File: src/rtl/toggle_hs_pkg.sv
// Shared definitions for the two-phase (toggle) handshake receiver and transmitter.
package toggle_hs_pkg;

   localparam int TOGGLE_HS_DATA_W = 8;

   typedef enum logic {
      IDLE = 1'b0,
      PEND = 1'b1
   } hs_state_e;

   // Pointer width for a power-of-two FIFO depth; never narrower than one bit.
   function automatic int ptr_w(input int depth);
      return (depth > 1) ? $clog2(depth) : 1;
   endfunction

endpackage

File: src/rtl/toggle_handshake_rx_if.sv
// Bundle of the toggle request side and the valid/ready stream side of the receiver.
// master: the sender plus downstream consumer; slave: the receiver itself.
interface toggle_handshake_rx_if
   import toggle_hs_pkg::*;
#(
   parameter int DATA_W = TOGGLE_HS_DATA_W,
   parameter int DEPTH  = 4
) ();

   logic                       req_t;
   logic [DATA_W-1:0]          data_in;
   logic                       ack_t;
   logic [DATA_W-1:0]          data_out;
   logic                       valid;
   logic                       ready;
   logic [$clog2(DEPTH+1)-1:0] count;
   logic                       proto_err;

   modport master (
      output req_t, data_in, ready,
      input  ack_t, data_out, valid, count, proto_err
   );

   modport slave (
      input  req_t, data_in, ready,
      output ack_t, data_out, valid, count, proto_err
   );

endinterface

File: src/rtl/toggle_edge_detect.sv
// Turns a level toggle into a one-cycle pulse (inverse of a T flip-flop).
// Macro TOGGLE_RX_SYNC_EN: insert a two-flop synchronizer ahead of the decode
// for a toggle coming from another clock domain.
module toggle_edge_detect (
   input  logic clk,
   input  logic rst,
   input  logic tog,
   output logic edge_pulse
);

   logic tog_s;
   logic prev_reg;

`ifdef TOGGLE_RX_SYNC_EN
   logic [1:0] sync_reg;

   // Two-flop synchronizer; cleared so a post-reset level of 1 still decodes as a toggle.
   always_ff @(posedge clk) begin
      if (rst) sync_reg <= 2'b00;
      else     sync_reg <= {sync_reg[0], tog};
   end

   assign tog_s = sync_reg[1];
`else
   assign tog_s = tog;
`endif

   // Previous sampled level of the toggle.
   always_ff @(posedge clk) begin
      if (rst) prev_reg <= 1'b0;
      else     prev_reg <= tog_s;
   end

   assign edge_pulse = tog_s ^ prev_reg;

endmodule

File: src/rtl/toggle_handshake_rx.sv
// Receiving end of the toggle handshake: decodes req_t toggles, stores words in a
// small FIFO, returns a toggle on ack_t per accepted word and streams the words out.
// Macro TOGGLE_RX_SYNC_EN (in toggle_edge_detect): synchronize req_t before decode.
module toggle_handshake_rx
   import toggle_hs_pkg::*;
#(
   parameter int DATA_W = TOGGLE_HS_DATA_W,
   parameter int DEPTH  = 4
) (
   input logic                  clk,
   input logic                  rst,
   toggle_handshake_rx_if.slave bus
);

   localparam int PW = ptr_w(DEPTH);
   localparam int CW = $clog2(DEPTH + 1);
   localparam logic [CW-1:0] FULL_COUNT = CW'(DEPTH);

   logic [DATA_W-1:0] mem [DEPTH];
   logic [PW-1:0]     wr_ptr_reg;
   logic [PW-1:0]     rd_ptr_reg;
   logic [CW-1:0]     count_reg;
   logic [DATA_W-1:0] hold_reg;
   logic              ack_reg;
   logic              err_reg;
   hs_state_e         state_reg;
   hs_state_e         state_next;

   logic              req_edge;
   logic              pop;
   logic              can_push;
   logic              push;
   logic              hold_load;
   logic              err_set;
   logic [DATA_W-1:0] push_data;

   toggle_edge_detect u_req_edge (
      .clk        (clk),
      .rst        (rst),
      .tog        (bus.req_t),
      .edge_pulse (req_edge)
   );

   // A full FIFO may still take a word in a cycle where the head leaves.
   assign pop      = (count_reg != '0) && bus.ready;
   assign can_push = (count_reg != FULL_COUNT) || pop;

   // State register.
   always_ff @(posedge clk) begin
      if (rst) state_reg <= IDLE;
      else     state_reg <= state_next;
   end

   // Next state: park in PEND while a word waits for FIFO space.
   always_comb begin
      state_next = state_reg;
      case (state_reg)
         IDLE:    if (req_edge && !can_push) state_next = PEND;
         PEND:    if (can_push)              state_next = IDLE;
         default: state_next = IDLE;
      endcase
   end

   // FSM outputs: which word gets written, whether to park it, and protocol errors.
   always_comb begin
      push      = 1'b0;
      hold_load = 1'b0;
      err_set   = 1'b0;
      push_data = bus.data_in;
      case (state_reg)
         IDLE: begin
            if (req_edge) begin
               if (can_push) push      = 1'b1;
               else          hold_load = 1'b1;
            end
         end
         PEND: begin
            push_data = hold_reg;
            if (can_push) push    = 1'b1;
            // A new toggle before the pending word is acked is dropped.
            if (req_edge) err_set = 1'b1;
         end
         default: ;
      endcase
   end

   // Parked word while the FIFO is full.
   always_ff @(posedge clk) begin
      if (hold_load) hold_reg <= bus.data_in;
   end

   // FIFO storage write port.
   always_ff @(posedge clk) begin
      if (push) mem[wr_ptr_reg] <= push_data;
   end

   // Pointers and occupancy; pointers wrap naturally at the power-of-two depth.
   always_ff @(posedge clk) begin
      if (rst) begin
         wr_ptr_reg <= '0;
         rd_ptr_reg <= '0;
         count_reg  <= '0;
      end else begin
         if (push) wr_ptr_reg <= wr_ptr_reg + PW'(1);
         if (pop)  rd_ptr_reg <= rd_ptr_reg + PW'(1);
         case ({push, pop})
            2'b10:   count_reg <= count_reg + CW'(1);
            2'b01:   count_reg <= count_reg - CW'(1);
            default: count_reg <= count_reg;
         endcase
      end
   end

   // Acknowledge toggle flips once per accepted word; protocol error is sticky.
   always_ff @(posedge clk) begin
      if (rst) begin
         ack_reg <= 1'b0;
         err_reg <= 1'b0;
      end else begin
         ack_reg <= ack_reg ^ push;
         if (err_set) err_reg <= 1'b1;
      end
   end

   assign bus.ack_t     = ack_reg;
   assign bus.data_out  = mem[rd_ptr_reg];
   assign bus.valid     = (count_reg != '0);
   assign bus.count     = count_reg;
   assign bus.proto_err = err_reg;

endmodule

File: src/flat_wrapper.sv
// flat-port wrapper written by rule: the top's interface ports become plain ports
module toggle_handshake_rx_flat import toggle_hs_pkg::*;
#(
   parameter int DATA_W = TOGGLE_HS_DATA_W,
   parameter int DEPTH  = 4
)
  (clk, rst, bus_req_t, bus_data_in, bus_ready, bus_ack_t, bus_data_out, bus_valid, bus_count, bus_proto_err);
  toggle_handshake_rx_if #(.DATA_W(DATA_W), .DEPTH(DEPTH)) bus_i ();
  input logic clk;
  input logic rst;
  input wire logic [$bits(bus_i.req_t)-1:0] bus_req_t;
  input wire logic [$bits(bus_i.data_in)-1:0] bus_data_in;
  input wire logic [$bits(bus_i.ready)-1:0] bus_ready;
  output wire logic [$bits(bus_i.ack_t)-1:0] bus_ack_t;
  output wire logic [$bits(bus_i.data_out)-1:0] bus_data_out;
  output wire logic [$bits(bus_i.valid)-1:0] bus_valid;
  output wire logic [$bits(bus_i.count)-1:0] bus_count;
  output wire logic [$bits(bus_i.proto_err)-1:0] bus_proto_err;
  assign bus_i.req_t = bus_req_t;
  assign bus_i.data_in = bus_data_in;
  assign bus_i.ready = bus_ready;
  assign bus_ack_t = bus_i.ack_t;
  assign bus_data_out = bus_i.data_out;
  assign bus_valid = bus_i.valid;
  assign bus_count = bus_i.count;
  assign bus_proto_err = bus_i.proto_err;
  toggle_handshake_rx #(.DATA_W(DATA_W), .DEPTH(DEPTH)) u_core (.clk(clk), .rst(rst), .bus(bus_i));
endmodule
File: config.mk
export PLATFORM = sky130hd
export DESIGN_NAME = toggle_handshake_rx_flat
export DESIGN_NICKNAME = d
export VERILOG_FILES = /design/src/rtl/toggle_hs_pkg.sv /design/src/rtl/toggle_handshake_rx_if.sv /design/src/rtl/toggle_edge_detect.sv /design/src/rtl/toggle_handshake_rx.sv /design/src/flat_wrapper.sv
export SDC_FILE = /design/constraint.sdc
export NUM_CORES = 1
export LEC_CHECK = 0
export ABC_AREA = 1
export CORE_ASPECT_RATIO = 0.5
export CORE_UTILIZATION = 30
export DETAILED_ROUTE_END_ITERATION = 7
export PLACE_DENSITY = 0.59
export SYNTH_ARGS = -nofsm -noshare
export SYNTH_HDL_FRONTEND = slang
export SYNTH_SLANG_ARGS = --single-unit
File: constraint.sdc
create_clock -name clk -period 1.8 [get_ports clk]
set_input_delay 0.18 -clock clk [delete_from_list [all_inputs] [get_ports clk]]
set_output_delay 0.18 -clock clk [all_outputs]
set_load 0.05 [all_outputs]
==> results.cfg <==
[power_and_ir_drop]
power_switching_uw = 1440
ir_drop_mv = 0.394
p_int_uw = 2480
p_clk_share_pct = 24.1
swShare_pct = 36.7
total_leakage_power_uw = 0.00109
power_frac_seq_pct = 40.0
power_density_nw_per_um2 = 1390
power.combinational.fraction_pct = 36.0

[floorplan]
fp.coreArea_um2 = 6860
die_area_um2 = 7660
core.rowCount = 21
die_span_y_um = 62.4
initial_utilization_pct = 31.9
dieWidth_um = 123
design.portCount = 26

[status]
run_status = completed

[grt]
global_route.usage.total_pct = 11.4
grt_first_pass_wirelength_um = 6510
grt_antenna_before_repair = 0
vias_in_the_first_global_route = 1364
grt_max_degree = 18
total_congestion_overflow = 0

[cells_and_area]
fraction_of_layout_instances_using_a_drive_strength_above_1_pct = 21.6
antennaDiodeCount = 0
area.sequential_um2 = 1480
area.growth.synth_to_final_pct = 29.4
fin_util_pct = 41.3
num-fill-cells = 651
finish.net_count = 262
non_filler_cells_final = 337
multi_input_comb_area_um2 = 649
largest_register_ffs = 32

[routing]
via_per_inst = 4.42
route.vias.total = 1488
post_drt_wl_per_cell_um = 11.7
detailed_routing_iteration_count_for_the_pre_antenna_repair_pass = 4
routed_wirelength_um = 3940
ant_nets = 0
drc_errors = 0
drt_first_iter_violations = 55

[placed_design]
io_buffer_count = 25
gp_congestion = 0.706
dp_cells = 329
place_hpwl_um = 2790
place_ws_ns = -0.248

[timing]
fin_crit_sh_pct = 92.5
remaining_max_slew_budget_at_the_tightest_pin_pct = 66.1
hold_violations = 0
final_worst_hold_slack_ns = 0.456
fmaxAchievable_mhz = 601
layout_min_cycle_time_ns = 1.66
setup_slack_ns = 0.136
rsz0062_at_grt = no
drv_slew = 0
timing.final.setup_violations = 0
finalSetupTns_ns = 0
final.setup_skew_ns = 0.00321
worst_slew_pin_slew_ns = 0.507

[clock_tree]
clock-sinks = 53
cts_setup_buffers = 0
clockRootBuffer = sky130_fd_sc_hd__clkbuf_16
clkSlewWorstSetupHoldPaths_ns = 0.07
clock_path_buffers = 2
post_cts_hold_buffer_count = 0
total_cts_buffers = 5
clock_tree.htree_level_count = 2
insertion_delay_ns = 0.29
cts_tree = done

[synthesis]
synth_seq_area_share_pct = 66.8
netlist-cell-type-count = 20
syn-num-nets = 219
synth_xor_area_share_pct = 0
syn-mean-instance-area_um2 = 10.9
syn_area_um2 = 2190
yosys-mux-area-fraction_pct = 0
synth-compound-area-share_pct = 8.75
synth_simple_gate_area_share_pct = 15.4
combinational_family_with_the_most_area_after_synthesis = simple AND/OR/NAND/NOR gates
synth-adder-area-share_pct = 3.78
cells_after_synth = 201
yosys_warnings = 0
synth-seq-cells = 53

[worst_setup_path]
worst_setup_path_start_kind = input pin
critical_path_peak_fanout = 2
cp.required_ns = 1.99
timing.rr.start = u_core.u_req_edge.prev_reg$_SDFF_PP0_
critical_path_class = input pin to register
cp_data_arrival_time_ns = 1.85
crit_path_start = bus_req_t
critical_path.endpoint_type = register

[job]
max_cap_viol_count = 0

[min_path]
worstHoldPathType = register to register
min-delay-start = u_core.bus.proto_err$_SDFFE_PP0P_
through the flow:
stage	cell area, um^2	power, uW
final	2830	3920
after global routing	2830	4130
after CTS	2810	3940
after detailed placement	2660	2990
after global placement	2660	2970
after floorplan	2210	2520
routing by layer:
| layer | wire, um | vias up | GRT usage (%) |
|---|---|---|---|
| li1 | - | 761 | - |
| met1 | 1750 | 692 | 14.3 |
| met2 | 1880 | 30 | 17.6 |
| met3 | 243 | 5 | 3.56 |
| met4 | 72 | 0 | 6.40 |
| met5 | 0 | - | 0 |
area by class of cell:
class | count | share of cell area (%)
sequential | 53 | 52.1
multi-input combinational | 122 | 22.9
timing repair buffer | 39 | 12.6
clock buffer | 5 | 4.42
tap | 92 | 4.07
inverter | 23 | 3.05
clock inverter | 3 | 0.752
repair_timing:
item	CTS	global route
endpoints found under the setup margin	6	8
gates resized for setup	1	6
gates cloned	0	0
worst max-delay path, stage by stage:
cell	delay, ns
sky130_fd_sc_hd__clkdlybuf4s50_1	0.49
sky130_fd_sc_hd__inv_1	0.07
sky130_fd_sc_hd__nand2_2	0.07
sky130_fd_sc_hd__nand3_2	0.08
sky130_fd_sc_hd__nand2_2	0.11
sky130_fd_sc_hd__ha_4	0.14
sky130_fd_sc_hd__inv_1	0.05
sky130_fd_sc_hd__fa_2	0.34
sky130_fd_sc_hd__inv_1	0.07
sky130_fd_sc_hd__nand2_1	0.06
sky130_fd_sc_hd__nand3_2	0.06
sky130_fd_sc_hd__nand2_1	0.05
sky130_fd_sc_hd__nand2_1	0.05
sky130_fd_sc_hd__nor2_1	0.03
path summary, 6_finish.rpt:
kind / slack (ns) / depth (start not counted) / to
setup / recovery: 0.14 / 14 / u_core.bus.count[2]$_SDFFE_PP0P_
hold / removal: 0.46 / 2 / u_core.bus.proto_err$_SDFFE_PP0P_
setup reg to reg: 0.17 / 13 / u_core.bus.count[2]$_SDFFE_PP0P_
hold reg to reg: 0.46 / 2 / u_core.bus.proto_err$_SDFFE_PP0P_
power by group through the flow:
stage	sequential, uW	clock, uW	combinational, uW
3_3_place_gp	1590	0	1380
2_1_floorplan	1670	0	844
3_5_place_dp	1590	0	1400
4_1_cts	1570	968	1400
5_1_grt	1590	1010	1530
6_report	1570	943	1410
layout by cell type, fill, tap and decap left out, types with 2 or more instances in the layout:
cell type	synthesis	layout
sky130_fd_sc_hd__dfxtp_2	0	2
sky130_fd_sc_hd__dfxtp_1	13	8
sky130_fd_sc_hd__dfxtp_4	0	3
sky130_fd_sc_hd__clkbuf_16	0	5
sky130_fd_sc_hd__nor2_1	30	29
sky130_fd_sc_hd__edfxtp_1	40	40
sky130_fd_sc_hd__inv_2	2	3
sky130_fd_sc_hd__ha_1	5	4
sky130_fd_sc_hd__nand2_1	40	38
sky130_fd_sc_hd__nor3b_1	2	2
sky130_fd_sc_hd__clkdlybuf4s50_1	0	16
sky130_fd_sc_hd__inv_1	21	20
sky130_fd_sc_hd__nand3_2	1	2
sky130_fd_sc_hd__a21oi_1	7	7
sky130_fd_sc_hd__nand3_1	5	4
sky130_fd_sc_hd__o22ai_1	8	8
sky130_fd_sc_hd__o21ai_0	15	15
sky130_fd_sc_hd__o21ai_2	3	3
sky130_fd_sc_hd__nand2_2	3	4
sky130_fd_sc_hd__buf_4	0	21
sky130_fd_sc_hd__buf_12	0	2
Yosys cell counts:
cell type,n,area share (%)
sky130_fd_sc_hd__o21ai_2,3,1.2
sky130_fd_sc_hd__inv_1,21,3.6
sky130_fd_sc_hd__buf_6,2,1.0
sky130_fd_sc_hd__buf_2,1,0.23
sky130_fd_sc_hd__dfxtp_1,13,12
sky130_fd_sc_hd__o21ai_1,1,0.23
sky130_fd_sc_hd__nand2_1,40,6.9
sky130_fd_sc_hd__nand2_2,3,0.86
sky130_fd_sc_hd__nand3_1,5,1.1
sky130_fd_sc_hd__fa_1,1,0.92
sky130_fd_sc_hd__nor3b_1,2,0.69
sky130_fd_sc_hd__o21ai_0,15,3.4
sky130_fd_sc_hd__edfxtp_1,40,55
sky130_fd_sc_hd__o22ai_1,8,2.3
sky130_fd_sc_hd__nand3_2,1,0.46
sky130_fd_sc_hd__inv_2,2,0.34
sky130_fd_sc_hd__a21oi_1,7,1.6
sky130_fd_sc_hd__nor2_2,1,0.29
sky130_fd_sc_hd__ha_1,5,2.9
sky130_fd_sc_hd__nor2_1,30,5.1
kinds of logic after synthesis:
kind of cell / count (synthesis)
AO/OA/AOI/OAI: 34
adder cells (fa/ha/maj): 6
buffers and inverters: 26
flip-flops: 53
AND/OR/NAND/NOR: 82
Power figures use the tool's default switching activity.
